File: config.mk
export PLATFORM = sky130hd
export DESIGN_NAME = message_scroller
export DESIGN_NICKNAME = d
export VERILOG_FILES = /design/src/rtl/msg_pkg.sv /design/src/rtl/seg_decoder.sv /design/src/rtl/message_scroller.sv
export SDC_FILE = /design/constraint.sdc
export NUM_CORES = 1
export LEC_CHECK = 0
export ABC_AREA = 0
export BUFFER_PORTS_ARGS = -buffer_cell sky130_fd_sc_hd__clkbuf_2
export CORE_MARGIN = 1
export CORE_UTILIZATION = 50
export CTS_CLUSTER_SIZE = 12
export DETAILED_ROUTE_END_ITERATION = 7
export PLACE_DENSITY = 0.73
export SETUP_SLACK_MARGIN = 0.5
export SLEW_MARGIN = 10
export SYNTH_ARGS = -nofsm -noshare
export SYNTH_HDL_FRONTEND = slang
export SYNTH_SLANG_ARGS = --single-unit
File: constraint.sdc
create_clock -name clk -period 4.3 [get_ports clk]
set_clock_uncertainty 0.1 [all_clocks]
set_input_delay 1.29 -clock clk [delete_from_list [all_inputs] [get_ports clk]]
set_output_delay 1.29 -clock clk [all_outputs]
set_load 0.03 [all_outputs]
File: src/rtl/msg_pkg.sv
// Shared widths, character codes and the message ROM for the scrolling display.
package msg_pkg;

    localparam int unsigned MSG_LEN    = 16;
    localparam int unsigned CHAR_W     = 4;
    localparam int unsigned POS_W      = $clog2(MSG_LEN);
    localparam int unsigned SEG_W      = 7;
    localparam int unsigned NUM_DIGITS = 4;

    typedef logic [CHAR_W-1:0] char_t;

    // Slot phase: anodes dark (anti-ghosting) or one digit lit
    typedef enum logic {
        PH_BLANK = 1'b0,
        PH_LIT   = 1'b1
    } phase_t;

    localparam char_t C_0     = 4'd0;
    localparam char_t C_1     = 4'd1;
    localparam char_t C_2     = 4'd2;
    localparam char_t C_3     = 4'd3;
    localparam char_t C_4     = 4'd4;
    localparam char_t C_5     = 4'd5;
    localparam char_t C_6     = 4'd6;
    localparam char_t C_7     = 4'd7;
    localparam char_t C_8     = 4'd8;
    localparam char_t C_9     = 4'd9;
    localparam char_t C_H     = 4'd10;
    localparam char_t C_E     = 4'd11;
    localparam char_t C_L     = 4'd12;
    localparam char_t C_O     = 4'd13;
    localparam char_t C_SPACE = 4'd14;

    localparam logic [SEG_W-1:0] SEG_OFF = 7'b1111111;

    // "HELLO 0123456789"
    localparam char_t MSG_ROM [0:MSG_LEN-1] = '{
        C_H, C_E, C_L, C_L, C_O, C_SPACE, C_0, C_1,
        C_2, C_3, C_4, C_5, C_6, C_7, C_8, C_9
    };

    // ROM index shown on a digit: leftmost digit (3) shows pos, wrapping mod MSG_LEN
    function automatic logic [POS_W-1:0] char_index(input logic [POS_W-1:0] pos,
                                                    input logic [1:0]       digit);
        logic [1:0] offset;
        offset = 2'd3 - digit;
        return pos + POS_W'(offset);
    endfunction

endpackage

File: src/rtl/seg_decoder.sv
// Character code to active-low 7-segment pattern, seg_c[6:0] = a..g.
module seg_decoder
    import msg_pkg::*;
(
    input  logic [CHAR_W-1:0] code,
    output logic [SEG_W-1:0]  seg_c
);

    // Pattern lookup; unknown codes blank the digit
    always_comb begin
        seg_c = SEG_OFF;
        case (code)
            C_0:     seg_c = 7'b0000001;
            C_1:     seg_c = 7'b1001111;
            C_2:     seg_c = 7'b0010010;
            C_3:     seg_c = 7'b0000110;
            C_4:     seg_c = 7'b1001100;
            C_5:     seg_c = 7'b0100100;
            C_6:     seg_c = 7'b0100000;
            C_7:     seg_c = 7'b0001111;
            C_8:     seg_c = 7'b0000000;
            C_9:     seg_c = 7'b0000100;
            C_H:     seg_c = 7'b1001000;
            C_E:     seg_c = 7'b0110000;
            C_L:     seg_c = 7'b1110001;
            C_O:     seg_c = 7'b0000001;
            C_SPACE: seg_c = SEG_OFF;
            default: seg_c = SEG_OFF;
        endcase
    end

endmodule

File: src/rtl/message_scroller.sv
// Scrolls a fixed message across a 4-digit common-anode display, one position per accepted pulse.
module message_scroller
    import msg_pkg::*;
#(
    parameter int unsigned REFRESH_DIV  = 4,
    parameter int unsigned BLANK_CYCLES = 1
) (
    input  logic             clk,
    input  logic             reset,
    input  logic             enable,
    input  logic             freeze,
    output logic [3:0]       an,
    output logic [SEG_W-1:0] seg,
    output logic [POS_W-1:0] pos
);

    localparam int unsigned SLOT_W = (REFRESH_DIV > 1) ? $clog2(REFRESH_DIV) : 1;

    logic [SLOT_W-1:0] slot;
    logic [1:0]        digit;
    logic [1:0]        pending;

    logic              slot_last;
    logic              boundary;
    logic              accept;
    logic              consume;
    phase_t            phase;
    logic [1:0]        pending_next;
    logic [POS_W-1:0]  pos_next;
    logic [3:0]        lit_an;
    char_t             char_code;
    logic [SEG_W-1:0]  seg_dec_c;

    // Slot timing, scroll bookkeeping and the character for the current digit
    always_comb begin
        slot_last = (slot == SLOT_W'(REFRESH_DIV - 1));
        boundary  = (slot == '0) && (digit == 2'd3);
        accept    = enable && !freeze;
        consume   = boundary && (pending != 2'd0);
        phase     = (slot < SLOT_W'(BLANK_CYCLES)) ? PH_BLANK : PH_LIT;
        lit_an    = ~(4'b0001 << digit);

        pending_next = pending;
        if (accept && !consume) begin
            if (pending != 2'd3) begin
                pending_next = pending + 2'd1;
            end
        end else if (consume && !accept) begin
            pending_next = pending - 2'd1;
        end

        pos_next  = consume ? pos + POS_W'(1) : pos;
        // Use the post-boundary position so a scroll shows in the same frame it takes effect
        char_code = MSG_ROM[char_index(pos_next, digit)];
    end

    seg_decoder u_seg_decoder (
        .code  (char_code),
        .seg_c (seg_dec_c)
    );

    // Slot/digit sequencer with registered anode, segment and position outputs
    always_ff @(posedge clk) begin
        if (reset) begin
            slot    <= '0;
            digit   <= 2'd3;
            pending <= 2'd0;
            pos     <= '0;
            an      <= 4'b1111;
            seg     <= SEG_OFF;
        end else begin
            slot    <= slot_last ? '0 : slot + SLOT_W'(1);
            if (slot_last) begin
                digit <= digit - 2'd1;
            end
            pending <= pending_next;
            pos     <= pos_next;
            an      <= (phase == PH_BLANK) ? 4'b1111 : lit_an;
            // Segments load during the blank phase so they settle before the anode lights
            if (slot == '0) begin
                seg <= seg_dec_c;
            end
        end
    end

endmodule

* Word-level counts from Yosys, hierarchy flattened
Memory sizes are Yosys's and may differ from the RTL's. A register that Yosys moved wholly into a read port is not among the register bits.
Cells that the tools add are included.
** Operators by class
- $add $sub $neg :: 7
- Order comparisons :: 2
- Equality and inequality tests :: 4
- Shift-type cells :: 1
- Mux-type cells :: 6
- Bitwise operators :: 2
- Reductions and logical operators :: 14
** Operator list (number)
- 4-bit two-way mux :: 3
- 2-bit two-way mux :: 3
- 5-bit greater-or-equal comparator (second input constant) :: 1
- 1-bit logical AND :: 5
- 4-bit NOT with 5-bit output :: 1
- 2-bit by 1-bit adder with 2-bit output (second input constant) :: 2
- 4-bit by 1-bit adder with 4-bit output (second input constant) :: 1
- 4-bit by 2-bit adder with 4-bit output :: 1
- 2-bit equality test (second input constant) :: 2
- 4-bit NOT :: 1
- 2-bit nonzero test :: 2
- 2-bit OR reduction :: 2
- 1-bit by 2-bit left shift with 4-bit output (first input constant) :: 1
- 2-bit by 1-bit subtractor with 2-bit output (second input constant) :: 2
- 1-bit zero test :: 3
- 2-bit zero test :: 1
- 2-bit by 1-bit < comparator with 1-bit output (second input constant) :: 1
- 2-bit by 1-bit != test with 1-bit output (second input constant) :: 1
- 2-bit != test (second input constant) :: 1
- 2-bit AND reduction :: 1
- 2-bit subtractor (first input constant) :: 1
** Storage, ports and cells
- Bits in registers :: 14
- ROM bits :: 176
- Input bits :: 4
- Memories kept :: 2
** Memory list
- (name not given) :: depth 16, bits a word 7, rd ports 1, clocked after memory_dff 1, write ports 0, RTL line seg_decoder.sv:12 : case (code)
- (name not given) :: depth 16, bits a word 4, rd ports 1, clocked after memory_dff 0, write ports 0, RTL line message_scroller.sv:54 : char_code = MSG_ROM[char_index(pos_next, digit)];

* Depth between registers and ports, before layout
Gate-level depths: netlist (run 1).
- Depth after elaboration :: 9
- Depth in mapped cells :: 18
- Mapped depth without buffers :: 17

* By module
From an unflattened synthesis (run 1), not the netlist that was laid out.
** Unflattened totals
- Cell total of the unflattened synthesis :: 146
- Area total of the unflattened synthesis :: 1432.6 sq um
** By module, submodules not included
- message_scroller :: times used 1, cells each 117, area each 1154.9 sq um, sequential area each 420.4 sq um
- seg_decoder :: times used 1, cells each 29, area each 277.8 sq um, sequential area each 0.0 sq um

* Worst setup path after synthesis (run 1)
OpenSTA, ideal clock, no wires.
- Kind :: reg-to-reg
- Start :: reg digit[1]
- End :: reg seg[6]
- Setup time :: 0.120 ns
- Data arrival time :: 4.092 ns
- Path slack :: -0.011 ns
- Stages on the path, launching flop included :: 18
- Buffers on the path :: 2
- Clock period less this slack :: 4.311 ns
- Cells stage by stage :: dfxtp_1 -> ha_1 -> o211ai_4 -> xnor2_1 -> ha_1 -> inv_1 -> fa_1 -> xnor2_1 -> xor2_1 -> inv_1 -> ha_1 -> clkbuf_1 -> xor2_1 -> or4_4 -> and2_4 -> buf_6 -> mux4_2 -> a211o_1
** Between the ends
- Cells in the longest elaborated chain, start to end :: 9
- Elaborated cells on any way between the ends :: 10
- Those cells by class :: add/sub: 2; eq/ne: 1; mux: 3; bitwise: 1; reduce/logical: 2; memory: 1
** RTL lines
- start: declaration :: RTL line message_scroller.sv:20 : logic [1:0] digit;
- start signal: assignment :: RTL line message_scroller.sv:74 : digit <= digit - 2'd1;
- 2-bit equality test :: RTL line message_scroller.sv:37 : boundary = (slot == '0) && (digit == 2'd3);
- 1-bit logical AND :: RTL line message_scroller.sv:37
- 1-bit logical AND :: RTL line message_scroller.sv:39 : consume = boundary && (pending != 2'd0);
- 4-bit two-way mux :: RTL line message_scroller.sv:52 : pos_next = consume ? pos + POS_W'(1) : pos;
- named net pos_next[0] :: RTL line message_scroller.sv:29 : logic [POS_W-1:0] pos_next;
- 4-bit by 2-bit adder with 4-bit output :: RTL line msg_pkg.sv:47 : return pos + POS_W'(offset);
- 4-bit NOT with 5-bit output (not written as such) :: RTL line message_scroller.sv:54
- memory 16 x 4 bit
- 4-bit two-way mux (not written as such) (2 in series) :: RTL line message_scroller.sv:54
- end: declaration :: RTL line message_scroller.sv:13 : output logic [SEG_W-1:0] seg,
The timed path passes the listed nets, and every way through them passes these cells. The select of a mux whose other input is x is not followed.
A chain may end at the register's enable or synchronous reset.

* Worst setup path in the final report (run 1)
- Start :: reg pending[1]
- End :: reg seg[6]
** Between the ends
- Cells in the longest elaborated chain, start to end :: 8
** RTL lines
- start: declaration :: RTL line message_scroller.sv:21 : logic [1:0] pending;
- start signal: assignment :: RTL line message_scroller.sv:76 : pending <= pending_next;
- 2-bit nonzero test :: RTL line message_scroller.sv:39
- 1-bit logical AND :: RTL line message_scroller.sv:39
- 4-bit two-way mux :: RTL line message_scroller.sv:52
- named net pos_next[1] :: RTL line message_scroller.sv:29
- 4-bit by 2-bit adder with 4-bit output :: RTL line msg_pkg.sv:47
- 4-bit NOT with 5-bit output (not written as such) :: RTL line message_scroller.sv:54
- memory 16 x 4 bit
- 4-bit two-way mux (not written as such) (2 in series) :: RTL line message_scroller.sv:54
The timed path passes the listed nets, and every way through them passes these cells. The select of a mux whose other input is x is not followed.

==> results of run 1 <==
-- placed cells by master, fill, tap and decap left out, types with 2 or more instances in the layout --
| cell type | instances |
|---|---|
| nor2_1 | 11 |
| a211oi_1 | 2 |
| ha_1 | 13 |
| buf_4 | 17 |
| inv_2 | 5 |
| or3_1 | 2 |
| or4_4 | 2 |
| clkbuf_2 | 18 |
| dfxtp_2 | 3 |
| o21ai_0 | 8 |
| nand2_1 | 13 |
| nand3_1 | 9 |
| a41oi_1 | 2 |
| ha_2 | 2 |
| o2111ai_1 | 2 |
| ha_4 | 3 |
| and3_1 | 5 |
| a21oi_1 | 7 |
| xor2_2 | 2 |
| a31oi_1 | 5 |
| nor2b_1 | 3 |
| nand3b_1 | 2 |
| clkbuf_4 | 3 |
| nand2b_1 | 4 |
| o311a_1 | 2 |
| dfxtp_4 | 2 |
| xnor2_2 | 2 |
| dfxtp_1 | 16 |
| xnor2_1 | 3 |
| nor3_1 | 6 |
| inv_1 | 8 |
-- per-stage QoR --
stage / utilization, % / instances
2_1_floorplan: - / 173
4_1_cts: 65.6 / 234
3_5_place_dp: 60.2 / 219
6_report: 66.3 / 235
5_1_grt: 66.3 / 235
3_3_place_gp: 60.2 / 219
-- routing by layer --
metal	up-vias	part of all wire [%]	track usage [%]
met5	-	0	0
met4	0	1.9	11.5
met3	8	2.7	1.63
met2	30	55	44.9
met1	664	40	25.6
li1	672	-	-
-- path summary, 6_finish.rpt --
path	depth (start not counted)	slack, ns	end
max	14	0.45	seg[6]$_SDFFE_PP1N_
min	2	0.42	slot[0]$_SDFF_PP0_
max reg2reg	14	0.45	seg[6]$_SDFFE_PP1N_
min reg2reg	2	0.42	slot[0]$_SDFF_PP0_
-- kinds of logic (layout without fill, tap and decap cells) --
kind of cell	after synthesis	after routing	synth area share (%)
DFF	21	21	28.7
and+or+nand+nor	62	62	21.9
xor gates and xnor gates	8	8	4.78
buffers and inverters	21	52	5.89
adders and majority gates	20	20	17.4
AOI/OAI and AO/OA	39	39	19.0
muxes	2	2	2.22
-- state kept, by name, summed over array words and instances (netlist names) --
signal and count:
pending 2, pos 4, digit 2, seg 7, slot 2, an 4
-- critical path, stage by stage (launching register included) --
cell      delay (ns)
dfxtp_1         0.40
o211ai_4        0.29
mux2i_2         0.28
inv_1           0.07
ha_1            0.27
a21o_1          0.15
a211oi_1        0.08
buf_4           0.16
or4_4           0.54
nand2_4         0.10
o21ai_0         0.12
a22o_1          0.28
ha_2            0.20
mux4_2          0.45
a211o_1         0.26
-- report_power, final --
group | leakage, nW | internal, mW | total, mW | switching [mW]
Clock | 0.0177 | 0.0349 | 0.100 | 0.0654
Combinational | 0.615 | 0.0737 | 0.183 | 0.109
Sequential | 0.173 | 0.214 | 0.227 | 0.0128
-- repair_timing --
| action | CTS | global route |
|---|---|---|
| setup buffers | 11 | 1 |
| pin swaps | 14 | 6 |
| resized for setup | 11 | 2 |
| endpoints found under the setup margin | 2 | 2 |
-- area by class of cell --
class                      count  area [µm²]
clock buffer                   3        22.5
timing repair buffer          35         218
tap                           31        38.8
multi-input combinational    131        1060
sequential                    21         432
inverter                      13        48.8
clock inverter                 1        5.00
fill                         253         928
==> out/results.txt, run 1 <==
The run finished with clean final reports. The logs give 3.96 ns for the data arrival time of the worst path and 228 for the final-stage net count. Input and output buffers added on the ports amount to 18. Overall power consumption after layout is estimated at 0.510 mW. For the number of max-capacitance violations reported, the log shows 0. TritonCTS built the clock tree.

The average wire per standard cell came out at 15.3 µm. In this run the worst path has a maximum fanout of 6. 0 antenna diodes ended up in the layout.

The tools report the number of global-route vias before repair as 1306. The launching point of the worst reg2reg path was pending[1]$_SDFFE_PP0P_. The shortest period the worst path allows works out to 3.85 ns.

The tools report the element type at the critical path end as a flop. In this run the power density over the cells is 279 mW/mm². From synthesis to final layout, the design area changed by 24.9%. The synthesized design contains 0 enable-type register cells. Total CTS buffers: 3. The number of unique standard cell types used by synthesis was 43; the fraction of the cycle the final worst path needs was 89.5%. The count of nets left with antenna violations after detail routing was 0. STA classifies the critical path startpoint as a flop.

Routability-driven placement finished with a final weighted congestion of 0.941. Once routing completed, OpenROAD measured the worst setup slack at 0.453 ns. CTS placed an instance of clkbuf_4 at the clock tree root.

In the synthesized netlist, the cells that appear most often are dfxtp_1 (21), ha_1 (18), nand2_1 (14). For the cell area after synthesis, the log shows 0.00147 mm². In the post-synthesis netlist, the cell with the most instances is dfxtp_1. The average footprint of a synthesized cell works out to 8.47 µm². The tools report the count of final hold-check violations as 0.

Entering global routing, the biggest net connects 20 pins. In this run the count of I/O pins placed on the die edge is 19. The number of antenna violations at the first check in global routing is 0, and the gate count of the mapped netlist is 173. The tools report the aggregate global-route resource usage as 23.4%. The die is 56.1 µm tall.

The warning count from the yosys run came out at 0. Detailed-placement wirelength estimate: 2530 µm. For this block, the routed nets add up to 3590 µm of wire.

Setup repair after global routing could not meet its margin everywhere. The iteration-0 DRC count of the detailed router came out at 32. The post-route netlist has 34.3% of its cells at a drive strength greater than 1.

The critical path is of the flop to flop type. For this design the static power due to leakage is 0.806 nW. The number of design rule violations left after detail routing is 0. The core box area was 0.00276 mm². Dividing the detail-routed via count by the number of cells gives 5.85. The number of levels in the clock H-tree is 1, and the worst max-slew margin expressed relative to the limit is 65.6%.

Once the floorplan was initialized, standard cells occupied 53.1% of the core. The cell row count was 19. Summed over its instances, the top area cell type makes up 28.7% of the synthesized netlist area. The longest clock path from root to sink contains 2 buffers.

The worst hold-check path type was flop to flop. The standard cell area after detailed placement was 0.00166 mm²; the worst voltage drop across the vdd grid was 0.000256 V. The logs give 1374 for the number of vias in the routed layout and 4 for the number of optimization iterations in the first detailed-route pass.

Of the synthesized area, sequential elements account for 28.7%. The run gives 0.00183 mm² as the final standard cell area without fillers. The number of hold buffers added after CTS was 0. The first element of the critical path is pending[1]$_SDFFE_PP0P_. The tightest hold path in the finished design has a slack of 0.424 ns. For the pin with the worst max-slew slack, the measured transition is 0.514 ns. The cell type with the largest total area after synthesis was dfxtp_1.

Timing would allow up to 0.260 GHz. By area the synthesized netlist is led by dfxtp_1 (29%), ha_1 (15%), nand2_1 (3.6%). For this run the aggregate overflow at the end of global routing stands at 0. The setup-violating endpoint count in the final report is 0, and the aggregate negative setup slack is 0 ns. When the netlist entered floorplanning its net count stood at 196.

The die is 56.1 µm wide. For the clock insertion delay at the later pin of the skew report, the log shows 0.32 ns. The run gives 5780 µm as the global-route wire length before repair.

Most instantiated flip-flop cell in the synthesis netlist: dfxtp_1. The register clock-pin slew on the reported worst setup and hold paths came out at 0.11 ns. The worst setup slack after placement came out at 0.0876 ns. The register bit count reported by yosys was 21. Clock tree synthesis found a total of 21 sinks. The total die area is 0.00315 mm², and the final max-slew violation count is 0.

Of all flip-flops after synthesis, the portion carrying an async set or reset was 0%. For the worst setup path, the data required time is 4.42 ns. The startpoint of the tightest hold check path was slot[0]$_SDFF_PP0_.
Power figures use the tool's default switching activity.
==> run 2, diff against run 1 <==
- MAX_ROUTING_LAYER: unset -> met4
- SKIP_CTS_REPAIR_TIMING: unset -> 1
==> run 2 against run 1 <==
  * Design area increased by 0.27%
  * Total power grew 0.21%
  * Fmax shrank 3.9%
  * Highest routed layer unchanged
==> out/results.txt, run 2 (synthesized netlist as in run 1, its figures left out) <==
The worst setup slack for register-to-register paths is 0.30 ns (was 0.45 ns), and the fraction of the cycle the final worst path needs is 93.1% (was 89.5%). The actual slew at the worst max-slew pin came out at 0.468 ns (was 0.514 ns). The average wire per standard cell works out to 14.4 µm (was 15.3 µm). The I/O pin total was 19 (unchanged).

Type of the worst setup path: flop to flop (unchanged). The end of the worst register-to-register path is seg[6]$_SDFFE_PP1N_ (unchanged). The count of final hold-check violations was 0 (unchanged). Total of buffers placed on input and output ports: 18 (unchanged). The proportion of layout cells with a drive suffix above 1 works out to 33.7% (was 34.3%).

The library cell contributing the largest single delay on the critical path is or4_4 (unchanged). The detail-routed via count per cell is 5.76 (was 5.85). The number of optimization iterations in the first detailed-route pass is 5 (was 4), and the standard cell area after detailed placement is 0.00165 mm² (was 0.00166 mm²). Iteration-0 DRC count of the detailed router: 30 (was 32). The run gives 3 (unchanged) as the total CTS buffers. The clock net sink count was 21 (unchanged). For the count of nets left with antenna violations after detail routing, the log shows 0 (unchanged). The path length in cells of the critical path is 15 (was 14). The critical path data required time is 4.41 ns (was 4.42 ns). The final standard cell area without fillers was 0.00183 mm² (about the same). The register clock-pin slew on the reported worst setup and hold paths was 0.12 ns (was 0.11 ns); the sum of overflow across all layers after global routing was 0 (unchanged). The tools report the total wire length after detailed routing as 3410 µm (was 3590 µm). The logs give 0.814 nW (was 0.806 nW) for the cell leakage power and 229 (was 228) for the final-stage net count. The number of levels in the clock H-tree was 1 (unchanged); the aggregate negative setup slack was 0 ns (unchanged).

Setup-violating endpoint count in the final report: 0 (unchanged). The shortest period the worst path allows was 4.00 ns (was 3.85 ns); the total die area was 0.00315 mm² (unchanged). The final RePlAce weighted congestion was 0.925 (was 0.941); the x dimension of the die was 56.1 µm (unchanged).

Largest registers: seg (7), an (4), pos (4) (unchanged). The run gives 229 (was 253) as the layout filler cell count. The number of max-capacitance violations reported was 0 (unchanged).

The launching point of the worst reg2reg path is digit[0]$_SDFFE_PP1P_ (was pending[1]$_SDFFE_PP0P_). The tools report the detailed-placement wirelength estimate as 2470 µm (was 2530 µm). Setup repair after global routing could not meet its margin everywhere.

The final max-slew violation count was 0 (unchanged); the die boundary height was 56.1 µm (unchanged). The global-route wire length before repair was 5210 µm (was 5780 µm); the number of cells traversed by the worst register-to-register path was 15 (was 14). TritonCTS built the clock tree. The kind of launch point of the worst setup path was a flop (unchanged).

The largest register by flop count is seg (unchanged). The largest buffer count on any clock path was 2 (unchanged); the number of global-route vias before repair was 1237 (was 1306). The number of antenna cells inserted is 0 (unchanged).

The number of buffers and inverters on the critical path works out to 2 (unchanged). The tools report the capturing instance or port of the critical path as seg[6]$_SDFFE_PP1N_ (unchanged). The largest fanout of any net on the critical path came out at 10 (was 6).

The cell row count was 19 (unchanged); the worst voltage drop across the vdd grid was 0.000252 V (was 0.000256 V). Area growth from synthesis to layout: 25.2% (was 24.9%). The total power per unit cell area is 279 mW/mm² (about the same), and the clock insertion delay at the later pin of the skew report is 0.31 ns (was 0.32 ns). For the number of vias in the routed layout, the log shows 1360 (was 1374). Critical path, cell by cell: ha_4 -> o211ai_4 -> xnor2_2 -> ha_2 -> inv_1 -> fa_2 -> xnor2_2 -> xor2_2 -> inv_2 -> ha_4 -> xor2_1 -> or4_4 -> and2_4 -> mux4_2 -> a211o_1 (was o211ai_4 -> mux2i_2 -> inv_1 -> ha_1 -> a21o_1 -> a211oi_1 -> buf_4 -> or4_4 -> nand2_4 -> o21ai_0 -> a22o_1 -> ha_2 -> mux4_2 -> a211o_1). Worst hold-check path type: flop to flop (unchanged). The number of flip-flops in the largest register works out to 7 (unchanged). Largest delay contributor family on the critical path: adder cells (was compound AO/OA/AOI/OAI gates).

The pin count of the biggest net entering global routing came out at 20 (unchanged). The number of design rule violations left after detail routing was 0 (unchanged). The clock root buffer was clkbuf_4 (unchanged). The number of antenna violations at the first check in global routing was 0 (unchanged); the starting density of the core was 53.1% (unchanged). The run gives 4.11 ns (was 3.96 ns) as the data arrival time of the worst path. For the core box area, the log shows 0.00276 mm² (unchanged). The stage delay of the slowest cell on the critical path came out at 0.55 ns (was 0.54 ns). First element of the critical path: digit[0]$_SDFFE_PP1P_ (was pending[1]$_SDFFE_PP0P_). The aggregate global-route resource usage was 21.0% (was 23.4%). Leading cell types in the layout, fill and taps excluded: clkbuf_2 (18), buf_4 (18), dfxtp_1 (15) (was clkbuf_2 (18), buf_4 (17), dfxtp_1 (16)). The run gives 68.8% (was 65.6%) as the worst max-slew margin expressed relative to the limit.

For the upper clock frequency limit, the log shows 0.250 GHz (was 0.260 GHz). The flow ran to the end, and the final reports show no timing, DRC or antenna violations. The tools report the element type at the critical path end as a flop (unchanged).
run 2: power by group:
part	leakage [nW]	internal (mW)	switching, mW
clock	0.0177	0.0347	0.0625
combinational	0.622	0.0774	0.109
sequential	0.174	0.214	0.0136
run 2: how the worst min path moves through the flow:
stage                        from            endpoint  cells after the start
4_1_cts        slot[0]$_SDFF_PP0_  slot[0]$_SDFF_PP0_                      1
5_1_grt        slot[0]$_SDFF_PP0_  slot[0]$_SDFF_PP0_                      1
6_report       slot[0]$_SDFF_PP0_  slot[0]$_SDFF_PP0_                      1
3_5_place_dp   slot[0]$_SDFF_PP0_  slot[0]$_SDFF_PP0_                      1
3_3_place_gp   slot[0]$_SDFF_PP0_  slot[0]$_SDFF_PP0_                      1
2_1_floorplan  slot[0]$_SDFF_PP0_  slot[0]$_SDFF_PP0_                      1
run 2: layout make-up:
| class | count | area [µm²] | area share, % |
|---|---|---|---|
| Multi-Input combinational cell | 131 | 1060 | 57.8 |
| Sequential cell | 21 | 433 | 23.6 |
| Timing Repair Buffer | 36 | 225 | 12.3 |
| Inverter | 13 | 48.8 | 2.66 |
| Tap cell | 31 | 38.8 | 2.11 |
| Clock buffer | 3 | 22.5 | 1.23 |
| Clock inverter | 1 | 5.00 | 0.273 |
run 2: per-stage QoR:
stage	worst slack (ns)	std cells	utilization [%]	hold WS, ns	power, mW
final	0.297	236	66.5	0.337	0.511
after global routing	0.155	236	66.5	0.346	0.536
after CTS	0.0182	222	60.9	0.338	0.498
after detailed placement	0.0645	218	59.9	0.322	0.402
after global placement	0.120	218	59.9	0.319	0.396
after floorplan	0.175	173	-	0.311	0.359
run 2: layer usage:
metal	track usage [%]	share of wire [%]	vias up
li1	-	-	674
met4	6.97	1.2	0
met2	39.8	53	43
met3	1.63	3.3	6
met5	-	0	-
met1	23.0	42	637
==> run 3, diff against run 2 <==
- RECOVER_POWER: unset -> 25
==> run 3 against run 2 <==
  * Register-to-register slack about the same
  * Non-clock buffer count unchanged
  * Wire length increased by 0.82%
  * Critical path depth unchanged
  * Final cell count unchanged
  * Design area barely moved
  * Core utilization barely moved
  * Critical endpoint unchanged
  * Largest cell class unchanged
  * Highest routed layer unchanged
==> out/results.txt, run 3 (synthesized netlist as in run 1, its figures left out) <==
The flow ran to the end, and the final reports show no timing, DRC or antenna violations. For the critical path data required time, the log shows 4.42 ns (was 4.41 ns). Final-stage net count: 229 (unchanged). The share of total power consumed by net switching was 36.6% (was 36.1%).

The kind of launch point of the worst setup path was a flop (unchanged). The number of max-capacitance violations reported is 0 (unchanged). The run gives 0.337 ns (about the same) as the worst slack on hold paths.

For the number of vias in the routed layout, the log shows 1355 (was 1360). Type of the worst setup path: flop to flop (unchanged). The x dimension of the die was 56.1 µm (unchanged); the number of optimization iterations in the first detailed-route pass was 4 (was 5).

For the pin count of the biggest net entering global routing, the log shows 20 (unchanged). For the final worst setup slack, the log shows 0.291 ns (was 0.297 ns). For the global-route wire length before repair, the log shows 5210 µm (unchanged).

The detail-routed via count per cell came out at 5.74 (was 5.76). The total power per unit cell area works out to 281 mW/mm² (was 279 mW/mm²). The detailed-placement wirelength estimate is 2470 µm (unchanged). Die boundary height: 56.1 µm (unchanged). Shortest period the worst path allows: 4.01 ns (was 4.00 ns).

The largest fanout of any net on the critical path is 10 (unchanged). The total internal power was 0.327 mW (about the same); the fraction of the cycle the final worst path needs was 93.2% (was 93.1%). Sum of overflow across all layers after global routing: 0 (unchanged). The proportion of layout cells with a drive suffix above 1 works out to 33.2% (was 33.7%).

The total wire length after detailed routing was 3440 µm (was 3410 µm); the number of flip-flops in the largest register was 7 (unchanged). For the proportion of power drawn by flip-flops and latches, the log shows 44.3% (was 44.6%). Setup repair after global routing could not meet its margin everywhere. The run gives 66.5% (about the same) as the fraction of the core area covered by cells at the end of the flow. The tools report the core box area as 0.00276 mm² (unchanged). The starting density of the core was 53.1% (unchanged). The worst voltage drop across the vdd grid was 0.000252 V (about the same); the total die area was 0.00315 mm² (unchanged). The setup-violating endpoint count in the final report is 0 (unchanged). The average wire per standard cell was 14.6 µm (was 14.4 µm); the iteration-0 DRC count of the detailed router was 30 (unchanged).

The tools report the number of antenna cells inserted as 0 (unchanged). Leading cell types in the layout, fill and taps excluded: buf_4 (18), clkbuf_2 (17), dfxtp_1 (15) (was clkbuf_2 (18), buf_4 (18), dfxtp_1 (15)). For the data arrival time of the worst path, the log shows 4.13 ns (was 4.11 ns). Area growth from synthesis to layout: 25.1% (was 25.2%). The I/O pin total was 19 (unchanged). The register clock-pin slew on the reported worst setup and hold paths is 0.12 ns (about the same), and the final RePlAce weighted congestion is 0.925 (unchanged). The worst setup slack after placement came out at 0.0645 ns (unchanged). Largest registers: seg (7), an (4), pos (4) (unchanged). Net switching power: 0.188 mW (was 0.185 mW).

The logs give 21 (unchanged) for the clock net sink count and 2 (unchanged) for the largest buffer count on any clock path. The aggregate negative setup slack was 0 ns (unchanged); the cell row count was 19 (unchanged). The share of power burned in the clock network was 19.6% (was 19.0%); the total CTS buffers was 3 (unchanged). The tools report the clock root buffer as clkbuf_4 (unchanged). The number of instances in the placed design was 218 (unchanged); the total of buffers placed on input and output ports was 18 (unchanged). TritonCTS built the clock tree. The aggregate global-route resource usage was 21.0% (unchanged). The logs give 0 (unchanged) for the number of design rule violations left after detail routing and 0 (unchanged) for the final max-slew violation count. The worst max-slew margin expressed relative to the limit was 42.0% (was 68.8%).

The largest register by flop count was seg (unchanged). The run gives 0 (unchanged) as the number of antenna violations at the first check in global routing. Element type at the critical path end: a flop (unchanged).

The upper clock frequency limit came out at 0.249 GHz (was 0.250 GHz). The cell leakage power came out at 0.811 nW (was 0.814 nW). The count of final hold-check violations was 0 (unchanged); the share of power burned in combinational logic was 36.1% (was 36.4%). Count of nets left with antenna violations after detail routing: 0 (unchanged). The run gives 1237 (unchanged) as the number of global-route vias before repair.

The leading cell type in the layout, fill and taps excluded is buf_4. The count of placed standard cells in the final layout, fillers left out was 236 (unchanged); the number of levels in the clock H-tree was 1 (unchanged). The actual slew at the worst max-slew pin is 0.870 ns (was 0.468 ns). Worst hold-check path type: flop to flop (unchanged). The clock insertion delay at the later pin of the skew report is 0.32 ns (was 0.31 ns).
## run 3: path summary, 6_finish.rpt
path                              end  cells after the start  slack (ns)             startpoint
setup / recovery  seg[6]$_SDFFE_PP1N_                     15        0.29  digit[0]$_SDFFE_PP1P_
hold / removal     slot[0]$_SDFF_PP0_                      1        0.34     slot[0]$_SDFF_PP0_
setup reg to reg  seg[6]$_SDFFE_PP1N_                     15        0.29  digit[0]$_SDFFE_PP1P_
hold reg to reg    slot[0]$_SDFF_PP0_                      1        0.34     slot[0]$_SDFF_PP0_
## run 3: metrics by stage
stage	cell area, µm²	total power, mW
after floorplan	1540	0.359
after global placement	1650	0.396
after detailed placement	1650	0.402
after CTS	1680	0.498
after global routing	1830	0.536
final	1830	0.515
## run 3: layer usage
layer	wire length, µm	share of wire (%)	vias to the layer above	GRT usage, %
met5	0	0	-	-
met4	42	1.2	0	6.97
met3	90	2.6	4	1.63
met2	1840	54	36	39.8
met1	1460	42	641	23.0
li1	-	-	674	-
## run 3: layout make-up
cell class                      count  area, µm²
Sequential cell                    21        433
Fill cell                         229        925
Clock buffer                        3       22.5
Multi-Input combinational cell    131       1060
Clock inverter                      1       5.00
Timing Repair Buffer               36        224
Inverter                           13       48.8
Tap cell                           31       38.8
## run 3: worst max-delay path, stage by stage (launching register included)
cell and delay [ns]:
dfxtp_4 0.40, ha_4 0.16, o211ai_4 0.13, xnor2_2 0.19, ha_2 0.21, inv_1 0.05, fa_2 0.35, xnor2_2 0.19
xor2_2 0.22, inv_2 0.08, ha_4 0.20, xor2_1 0.16, or4_4 0.55, and2_4 0.20, mux4_2 0.41, a211o_1 0.29
## run 3: power by group through the flow
stage	logic [mW]	registers, mW	clock network, mW
3_3_place_gp	0.165	0.231	0
5_1_grt	0.201	0.230	0.105
3_5_place_dp	0.170	0.232	0
2_1_floorplan	0.0979	0.261	0
4_1_cts	0.170	0.228	0.100
6_report	0.186	0.228	0.101
